**src/rtl/rr_arbiter8.sv**
```systemverilog
// Registered 8-way round-robin arbiter feeding the 8-to-3 encoder stage.
// Grants are held until done, owner drop, or HOLD_MAX expiry.
module rr_arbiter8 #(
  parameter int HOLD_MAX = 15,
  parameter int CNT_W    = 8
) (
  input  logic       clk,
  input  logic       rst,
  input  logic [7:0] req,
  input  logic       done,
  output logic [7:0] gnt,
  output logic [2:0] gnt_idx,
  output logic       gnt_valid,
  output logic       timeout
);

  localparam logic [0:0] IDLE  = 1'b0;
  localparam logic [0:0] GRANT = 1'b1;

  localparam logic [CNT_W-1:0] HOLD_LAST = CNT_W'(HOLD_MAX - 1);

  logic [0:0]       state;
  logic [2:0]       ptr;
  logic [CNT_W-1:0] hold_cnt;

  logic [2:0] win_idx;
  logic [2:0] cand;
  logic       rel;
  logic       own_req;

  // Scan downward so the lowest offset from ptr wins.
  always_comb begin
    win_idx = 3'd0;
    cand    = 3'd0;
    for (int i = 7; i >= 0; i--) begin
      cand = ptr + 3'(i);
      if (req[cand]) win_idx = cand;
    end
  end

  assign own_req = req[gnt_idx];
  assign rel     = done || !own_req || (hold_cnt == HOLD_LAST);

  always_ff @(posedge clk or posedge rst) begin
    if (rst) begin
      state     <= IDLE;
      ptr       <= 3'd0;
      hold_cnt  <= '0;
      gnt       <= 8'd0;
      gnt_idx   <= 3'd0;
      gnt_valid <= 1'b0;
      timeout   <= 1'b0;
    end else begin
      timeout <= 1'b0;
      unique case (state)
        IDLE: begin
          if (|req) begin
            gnt       <= 8'd1 << win_idx;
            gnt_idx   <= win_idx;
            gnt_valid <= 1'b1;
            hold_cnt  <= '0;
            state     <= GRANT;
          end
        end
        GRANT: begin
          if (rel) begin
            gnt       <= 8'd0;
            gnt_valid <= 1'b0;
            ptr       <= gnt_idx + 3'd1;
            state     <= IDLE;
            timeout   <= !done && own_req;
          end else begin
            hold_cnt <= hold_cnt + 1'b1;
          end
        end
      endcase
    end
  end

endmodule

```
**config.mk**
```make
export PLATFORM = sky130hd
export DESIGN_NAME = rr_arbiter8
export DESIGN_NICKNAME = d
export VERILOG_FILES = /design/src/rtl/rr_arbiter8.sv
export SDC_FILE = /design/constraint.sdc
export NUM_CORES = 1
export LEC_CHECK = 0
export ABC_CLOCK_PERIOD_IN_PS = 2900
export BUFFER_PORTS_ARGS = -buffer_cell sky130_fd_sc_hd__buf_2
export CORE_UTILIZATION = 54
export CTS_CLUSTER_SIZE = 12
export DETAILED_ROUTE_END_ITERATION = 8
export PLACE_DENSITY = 0.76
export SYNTH_ARGS = -nofsm -noshare
export SYNTH_HDL_FRONTEND = slang
export SYNTH_SLANG_ARGS = --single-unit
```
**constraint.sdc**
```tcl
create_clock -name clk -period 2.9 [get_ports clk]
set_input_delay 0.435 -clock clk [delete_from_list [all_inputs] [get_ports clk]]
set_output_delay 0.435 -clock clk [all_outputs]
set_load 0.03 [all_outputs]
```
Word level (Yosys, flattened, before mapping)

Index checks and enable logic that the tools add are counted.

Bits in registers: 25
Bits of input ports: 11
Output and inout bits: 13
Logic and storage cells: 81

Add/subtract/negate cells: 9
Order comparisons: 9
Eq/ne operators: 4
Shifts and indexed selects: 1
Muxes and demuxes: 40
Bitwise operators: 1
Reductions and logical operators: 10

Operator list:

| cell                                                                         | number |
|---|---|
| 3-bit by 4-bit less-than comparator with 1-bit output, second input constant | 9 |
| 8-bit 2-to-1 mux                                                             | 4 |
| 8-bit one-hot mux with 2 select lines                                        | 2 |
| 1-bit binary-select mux with 3-bit select                                    | 9 |
| 3-bit 2-to-1 mux                                                             | 8 |
| 1-bit 2-to-1 mux                                                             | 15 |
| 3-bit adder, second input constant                                           | 4 |
| 8-bit by 1-bit adder with 8-bit output, second input constant                | 1 |
| 8-bit by 4-bit equality test with 1-bit output, second input constant        | 1 |
| 2-bit AND reduction                                                          | 4 |
| 8-bit OR reduction                                                           | 1 |
| 1-bit by 3-bit << shifter with 8-bit output, first input constant            | 1 |
| 3-bit by 1-bit adder with 3-bit output, second input constant                | 2 |
| 3-bit by 2-bit adder with 3-bit output, second input constant                | 2 |
| 2-bit != test, second input constant                                         | 2 |
| 1-bit one-hot mux with 2 select lines                                        | 2 |
| 1-bit logical NOT                                                            | 2 |
| 1-bit logical OR                                                             | 2 |
| 2-bit by 1-bit != test with 1-bit output, second input constant              | 1 |
| 1-bit logical AND                                                            | 1 |
| 1-bit inverter                                                               | 1 |

Longest topological paths before layout

Gate-level depths: netlist (run 1).

Depth in word-level cells: 14
Mapped depth: 12
Gate-level depth less buffers: 9

Worst setup path before layout (run 1)

Ideal clock, no wire load.

Path type: register to register
From: register ptr[0]
To: register gnt[7]
Library setup time: 0.122 ns
Arrival time: 3.068 ns
Required time: 2.778 ns
Path slack: -0.290 ns
Stages on the path, launching flop included: 13
Path buffers: 3
Period minus slack after synthesis: 3.190 ns
Path through: dfrtp_1 -> inv_1 -> clkbuf_1 -> ha_1 -> buf_2 -> buf_2 -> mux2_1 -> mux4_2 -> o2111ai_1 -> a21oi_1 -> o21ai_1 -> inv_1 -> a32o_1

Cells in the longest elaborated chain, start to end: 14
Elaborated cells on any way between the ends: 34
Classes of those cells: 7 x add/sub; 1 x shift; 26 x mux

Ends and longest elaborated chain:

| element                                       | line | RTL |
|---|---|---|
| from (decl)                                   | 23   | `logic [2:0] ptr;` |
| from (signal assigned)                        | 69   | `ptr <= gnt_idx + 3'd1;` |
| 3-bit adder                                   | 36   | `cand = ptr + 3'(i);` |
| 1-bit binary-select mux with 3-bit select     | 37   | `if (req[cand]) win_idx = cand;` |
| 1-bit 2-to-1 mux (not written as such)        | 37   |  |
| 3-bit 2-to-1 mux (7 in a row)                 | 37   |  |
| 3-bit 2-to-1 mux *                            | 37   |  |
| 1-bit by 3-bit << shifter with 8-bit output * | 58   | `gnt <= 8'd1 << win_idx;` |
| 8-bit 2-to-1 mux *                            | 57   | `if (\|req) begin` |
| 8-bit one-hot mux with 2 select lines *       | 55   | `unique case (state)` |
| to (signal assigned)                          | 58   |  |
| to (decl)                                     | 11   | `output logic [7:0] gnt,` |

Every way passes the cells marked *; elsewhere a longest branch is shown, timed or not. The select of a mux whose other input is x is not followed.
A chain may end at the register's enable or synchronous reset.

Worst setup path in the final report (run 1)

From: register ptr[2]
To: register gnt[7]

Same word-level chain as after synthesis.

==> impl_metrics.ini, run 1 <==
[timing]
relSlewSlack_pct = 36.0
rsz0062_at_grt = false
hold_viol = 0
clock_skew_ns = 0.00346
slew_violations = 0
fmax_mhz = 361
period_needed_ns = 2.77
tightest_slew_ns = 0.959
setup_viol_count_final = 0
fin_crit_sh_pct = 95.4

[detailed_routing]
ant_nets = 0
first_pass_iters = 4
via_count = 2032
drc = 0
drt_iter0_markers = 117
routed_via_density = 6.39
routed_wl_um = 5790
wl_per_cell_um = 18.2

[grt]
grt_pass1_vias = 1876
grt_max_degree = 26
grt_first_pass_wirelength_um = 9020
antenna_found_initial = 0
overflow = 0
track_usage_pct = 26.2

[pwr]
switching_share_pct = 48.1
power_frac_comb_pct = 77.8
netSwitchingPower_mw = 1.67
max-vdd-ir-drop_mv = 0.583
clockPowerShare_pct = 6.1
total_power_mw = 3.47
p_seq_share_pct = 16.1
p_int_mw = 1.80
p_leak_nw = 1.14
power_density_nw_per_um2 = 1310

[hold_path]
hold_depth = 2
min_to = timeout$_DFF_PP0_
worstHoldStart = done
hold_path_class = in -> reg

[clocking]
clkTransAtPathRegs_ns = 0.09
htree_levels = 1
clock-sinks = 25
cts_setup_buffers = 0
cts_made_buffers = 3
cts-root-buf = clkbuf_8
clk-insertion-delay-late_ns = 0.27
cts_hold_buf = 0
cts_buffer_depth = 2
cts_tree = built

[cells_and_area]
nets = 285
drive_gt1_share_pct = 31.3
area_growth_pct = 12.7
layout_common_cells = nand2_1, dfrtp_1, buf_2, mux2i_1, mux4_2
diodes = 0
fin_area_um2 = 2650
num-fill-cells = 328

[setup_path]
required_ns = 3.11
reg2reg_slack_ns = 0.13
worstSetupStartpointType = flip-flop
rr_startpoint = ptr[2]$_DFFE_PP0P_
worstPathArrival_ns = 2.97
end_kind = flip-flop
reg2reg_to = gnt[7]$_DFFE_PP0P_
cp_max_fo = 9
ff2ff_path_depth = 8
worstSetupPathType = reg -> reg

[floorplanning]
die_x_um = 68.0
fp.dieH_um = 68.0
ios = 24
num_rows = 23
fp.coreArea_um2 = 4090
die_area_um2 = 4630
start_util_pct = 57.6

[place]
portBuffers = 23
placed_cell_area_um2 = 2580
place_hpwl_um = 4100
routabilityCongestion = 0.910

[logic_synthesis]
syn_inst = 244
netlist.area_leader.share_pct = 26.6
ys_types = 53
netlist_area_um2 = 2350
synth-edff-count = 0
netlist_top_cells_area = dfrtp_1, mux4_2, mux2i_1
async_flop_share_pct = 100
syn_avg_cell_area_um2 = 9.65
ys_ff_latch = 25
yosys.area.top_type = dfrtp_1
ys.flop_type = dfrtp_1
seq_area_frac_synth_pct = 26.6
ys_warn_count = 0
synth_nets = 260

[run]
cap_viol_max_count = 0

[status]
status = complete, no violations
## worst max-delay path, cell delays in order (launching register included)
cell and delay, ns:
dfrtp_2 0.51, buf_12 0.18, xnor2_2 0.43, mux2_1 0.37, nand3_1 0.08, o311ai_0 0.14, or4_4 0.46, a31oi_4 0.29
a32o_1 0.23
## synth_stat cells (3+ instances only)
library cell  number
a22o_1             3
nand3_1            8
mux4_2            17
ha_1               5
inv_1             10
dfrtp_1           25
o31ai_1            4
buf_2              4
a21oi_1           15
nor3_1             3
o211ai_1           4
nor2_1            14
nand2b_1           3
o21ai_0           10
nand2_1           24
mux2_1             4
clkbuf_1          13
o21ai_1            4
xnor2_1            3
mux2i_1           17
mux2_2            12
## cells by family (layout without fill, tap and decap cells)
kind of cell    Yosys count  after routing  synth area share [%]
compound gates           61             61                  17.5
buf+inv                  31             55                  5.79
simple gates             66             66                  13.8
mux                      50             50                  31.2
flops                    25             25                  26.6
xor+xnor                  6              6                  2.55
fa+ha+maj                 5              5                  2.66
## how the worst max path moves through the flow
stage,from,endpoint,slack [ns]
2_1_floorplan,ptr[0]$_DFFE_PP0P_,gnt[7]$_DFFE_PP0P_,-0.004
3_3_place_gp,ptr[0]$_DFFE_PP0P_,gnt[2]$_DFFE_PP0P_,0.02
3_5_place_dp,ptr[1]$_DFFE_PP0P_,gnt[1]$_DFFE_PP0P_,-0.07
4_1_cts,ptr[2]$_DFFE_PP0P_,gnt[7]$_DFFE_PP0P_,0.04
5_1_grt,ptr[1]$_DFFE_PP0P_,gnt[7]$_DFFE_PP0P_,0.02
6_report,ptr[2]$_DFFE_PP0P_,gnt[7]$_DFFE_PP0P_,0.13
## state kept, by name, indices dropped and copies added (netlist names)
signal,flops
gnt,8
hold_cnt,8
gnt_idx,3
ptr,3
gnt_valid,1
state,1
timeout,1
## cell type report
cell class                      instances  area (um^2)  area share (%)
Multi-Input combinational cell        188         1620            61.0
Clock inverter                          1         7.51           0.283
Clock buffer                            3         41.3            1.56
Tap cell                               50         62.6            2.36
Sequential cell                        25          627            23.6
Inverter                               11         41.3            1.56
Timing Repair Buffer                   40          255            9.62
## power by group through the flow
stage,combinational (mW),sequential (mW),clock (mW)
3_5_place_dp,2.59,0.565,0
2_1_floorplan,1.92,0.605,0
6_report,2.70,0.558,0.212
4_1_cts,2.65,0.560,0.215
3_3_place_gp,2.54,0.559,0
5_1_grt,2.91,0.574,0.229
## metrics by stage
| step | setup slack (ns) | hold slack, ns | util (%) | setup TNS [ns] | std cells |
|---|---|---|---|---|---|
| finish | 0.132 | 0.344 | 64.9 | 0 | 318 |
| floorplan | -0.00374 | 0.462 | - | -0.00374 | 244 |
| global placement | 0.0227 | 0.471 | 63.0 | 0 | 314 |
| detailed placement | -0.0731 | 0.471 | 63.0 | -0.208 | 314 |
| CTS | 0.0439 | 0.338 | 64.5 | 0 | 318 |
| global route | 0.0163 | 0.329 | 64.9 | 0 | 318 |
## routing by layer
metal	wire [um]	GRT usage, %
met5	0	0
met4	13	3.13
met3	231	3.83
met2	2950	46.7
met1	2590	34.4
## what timing repair did
action                                  in CTS  in global routing
resized for setup                            2                  3
endpoints found under the setup margin       7                  8
pin swaps                                    0                  0
No activity file was read; power rests on OpenSTA's default activity.
==> inputs of run 2 (changes only) <==
--- a/config.mk
+++ b/config.mk
@@ -7,6 +7,7 @@
 export LEC_CHECK = 0
 export ABC_CLOCK_PERIOD_IN_PS = 2900
 export BUFFER_PORTS_ARGS = -buffer_cell sky130_fd_sc_hd__buf_2
+export CORE_ASPECT_RATIO = 0.9
 export CORE_UTILIZATION = 54
 export CTS_CLUSTER_SIZE = 12
 export DETAILED_ROUTE_END_ITERATION = 8
==> run 2 against run 1 <==
- combinational power fell by 4%
- global-route usage fell by 0.073 points
- hold slack improved by 0.0095 ns
- non-clock buffer count rose by 1
- clock power fell by 5%
- largest power group unchanged
- critical path type unchanged
==> impl_metrics.ini, run 2 (synthesized netlist as in run 1, its figures left out) <==
[cells_and_area]
top_regs = gnt: 8 flops, hold_cnt: 8 flops
diodes = 0
num-fill-cells = 341
drive_gt1_share_pct = 30.5
nets = 286
stdcell_count = 317
area_growth_pct = 12.2
fin_area_um2 = 2640
layout_common_cells = dfrtp_1, nand2_1, buf_2
final_common_cell = dfrtp_1

[place]
dp_cells = 313
portBuffers = 23
placed_cell_area_um2 = 2580
place_hpwl_um = 4250
routabilityCongestion = 0.921

[timing]
setup_viol_count_final = 0
totalNegativeSetupSlack_ns = 0
slew_violations = 0
relSlewSlack_pct = 38.5
hold_slack_ns = 0.354
fmax_mhz = 362
fin_crit_sh_pct = 95.4
period_needed_ns = 2.77
tightest_slew_ns = 0.921
clock_skew_ns = 0.00349
rsz0062_at_grt = false
hold_viol = 0

[pwr]
total_power_mw = 3.34
p_leak_nw = 1.14
max-vdd-ir-drop_mv = 0.532
power_density_nw_per_um2 = 1260

[detailed_routing]
first_pass_iters = 5
routed_via_density = 6.49
via_count = 2056
drc = 0
routed_wl_um = 5550
drt_iter0_markers = 168
wl_per_cell_um = 17.5
ant_nets = 0

[setup_path]
slowest_stage = mux4_2
worstPathArrival_ns = 2.92
cp_max_fo = 19
worstSetupStartpointType = flip-flop
worstSetupPathType = reg -> reg
required_ns = 3.05
rr_startpoint = ptr[0]$_DFFE_PP0P_
startpoint = ptr[0]$_DFFE_PP0P_
max_stage_delay_ns = 0.51
cp_cell_sequence = inv_2 -> ha_1 -> buf_12 -> mux2_2 -> mux4_2 -> a311oi_1 -> or4_4 -> a31oi_4 -> mux2_2
crit_top_cell = mux2_2
path_buf_inv = 2
end_kind = flip-flop
critPathTopFamily = multiplexers

[hold_path]
worstHoldStart = done
hold_path_class = in -> reg

[floorplanning]
ios = 24
num_rows = 22
die_x_um = 71.6
fp.dieH_um = 64.6
fp.coreArea_um2 = 4130
start_util_pct = 57.0
die_area_um2 = 4630

[grt]
grt_first_pass_wirelength_um = 9580
grt_max_degree = 26
antenna_found_initial = 0
overflow = 0
track_usage_pct = 26.1
grt_pass1_vias = 1955

[clocking]
clkTransAtPathRegs_ns = 0.08
cts_resized = 0
cts_tree = built
clk-insertion-delay-late_ns = 0.26
cts_hold_buf = 0
cts_made_buffers = 3
clock-sinks = 25
cts_buffer_depth = 2
htree_levels = 1
cts-root-buf = clkbuf_8
cts_setup_buffers = 0

[status]
status = complete, no violations

[run]
cap_viol_max_count = 0
==> run 2: changes by cell type in the layout (fill, tap and decap cells not counted), sizes merged <==
cell,before,now
buf,40,41
clkinvlp,1,0
clkbuf,3,4
==> run 2: final timing paths <==
check | end | cells after the start | slack, ns
worst max-delay path | gnt_idx[1]$_DFFE_PP0P_ | 9 | 0.13
worst min-delay path | timeout$_DFF_PP0_ | 2 | 0.35
worst max register to register | gnt_idx[1]$_DFFE_PP0P_ | 9 | 0.13
worst min register to register | gnt[5]$_DFFE_PP0P_ | 2 | 0.49
max in group asynchronous | gnt[7]$_DFFE_PP0P_ | 2 | 1.98
min in group asynchronous | gnt_idx[0]$_DFFE_PP0P_ | 2 | 0.37
==> run 2: metal layers <==
metal / GRT usage, % / vias to the layer above / part of all wire [%]
li1: - / 972 / -
met5: 0 / - / 0
met3: 3.89 / 8 / 3.5
met2: 43.7 / 59 / 49
met4: 2.70 / 0 / 0.65
met1: 37.5 / 1017 / 47
==> run 2: area by class of cell <==
cell class              instances  area (um^2)  share of cell area, %
repair buffers                 41          263                   9.95
multi-input cells             188         1610                   60.8
well taps                      48         60.1                   2.27
flip-flops and latches         25          626                   23.7
inverters                      11         41.3                   1.56
clock buffers                   4         45.0                   1.71
==> run 2: worst reg2reg max path, cell delays in order, from the launching register on <==
cell	delay (ns)
dfrtp_1	0.37
inv_2	0.04
ha_1	0.31
buf_12	0.16
mux2_2	0.37
mux4_2	0.51
a311oi_1	0.26
or4_4	0.20
a31oi_4	0.13
mux2_2	0.30
==> run 2: report_power, final <==
group / total [mW] / internal [mW] / leakage, nW / switching (mW)
sequential: 0.553 / 0.441 / 0.326 / 0.112
clock: 0.201 / 0.0980 / 0.0228 / 0.103
combinational: 2.58 / 1.18 / 0.791 / 1.40
==> run 2: metrics by stage <==
stage | utilization, % | worst slack [ns]
after floorplan | - | -0.00374
after global placement | 62.5 | 0.171
after detailed placement | 62.5 | 0.140
after CTS | 63.6 | 0.125
after global routing | 63.9 | 0.0161
final | 63.9 | 0.135
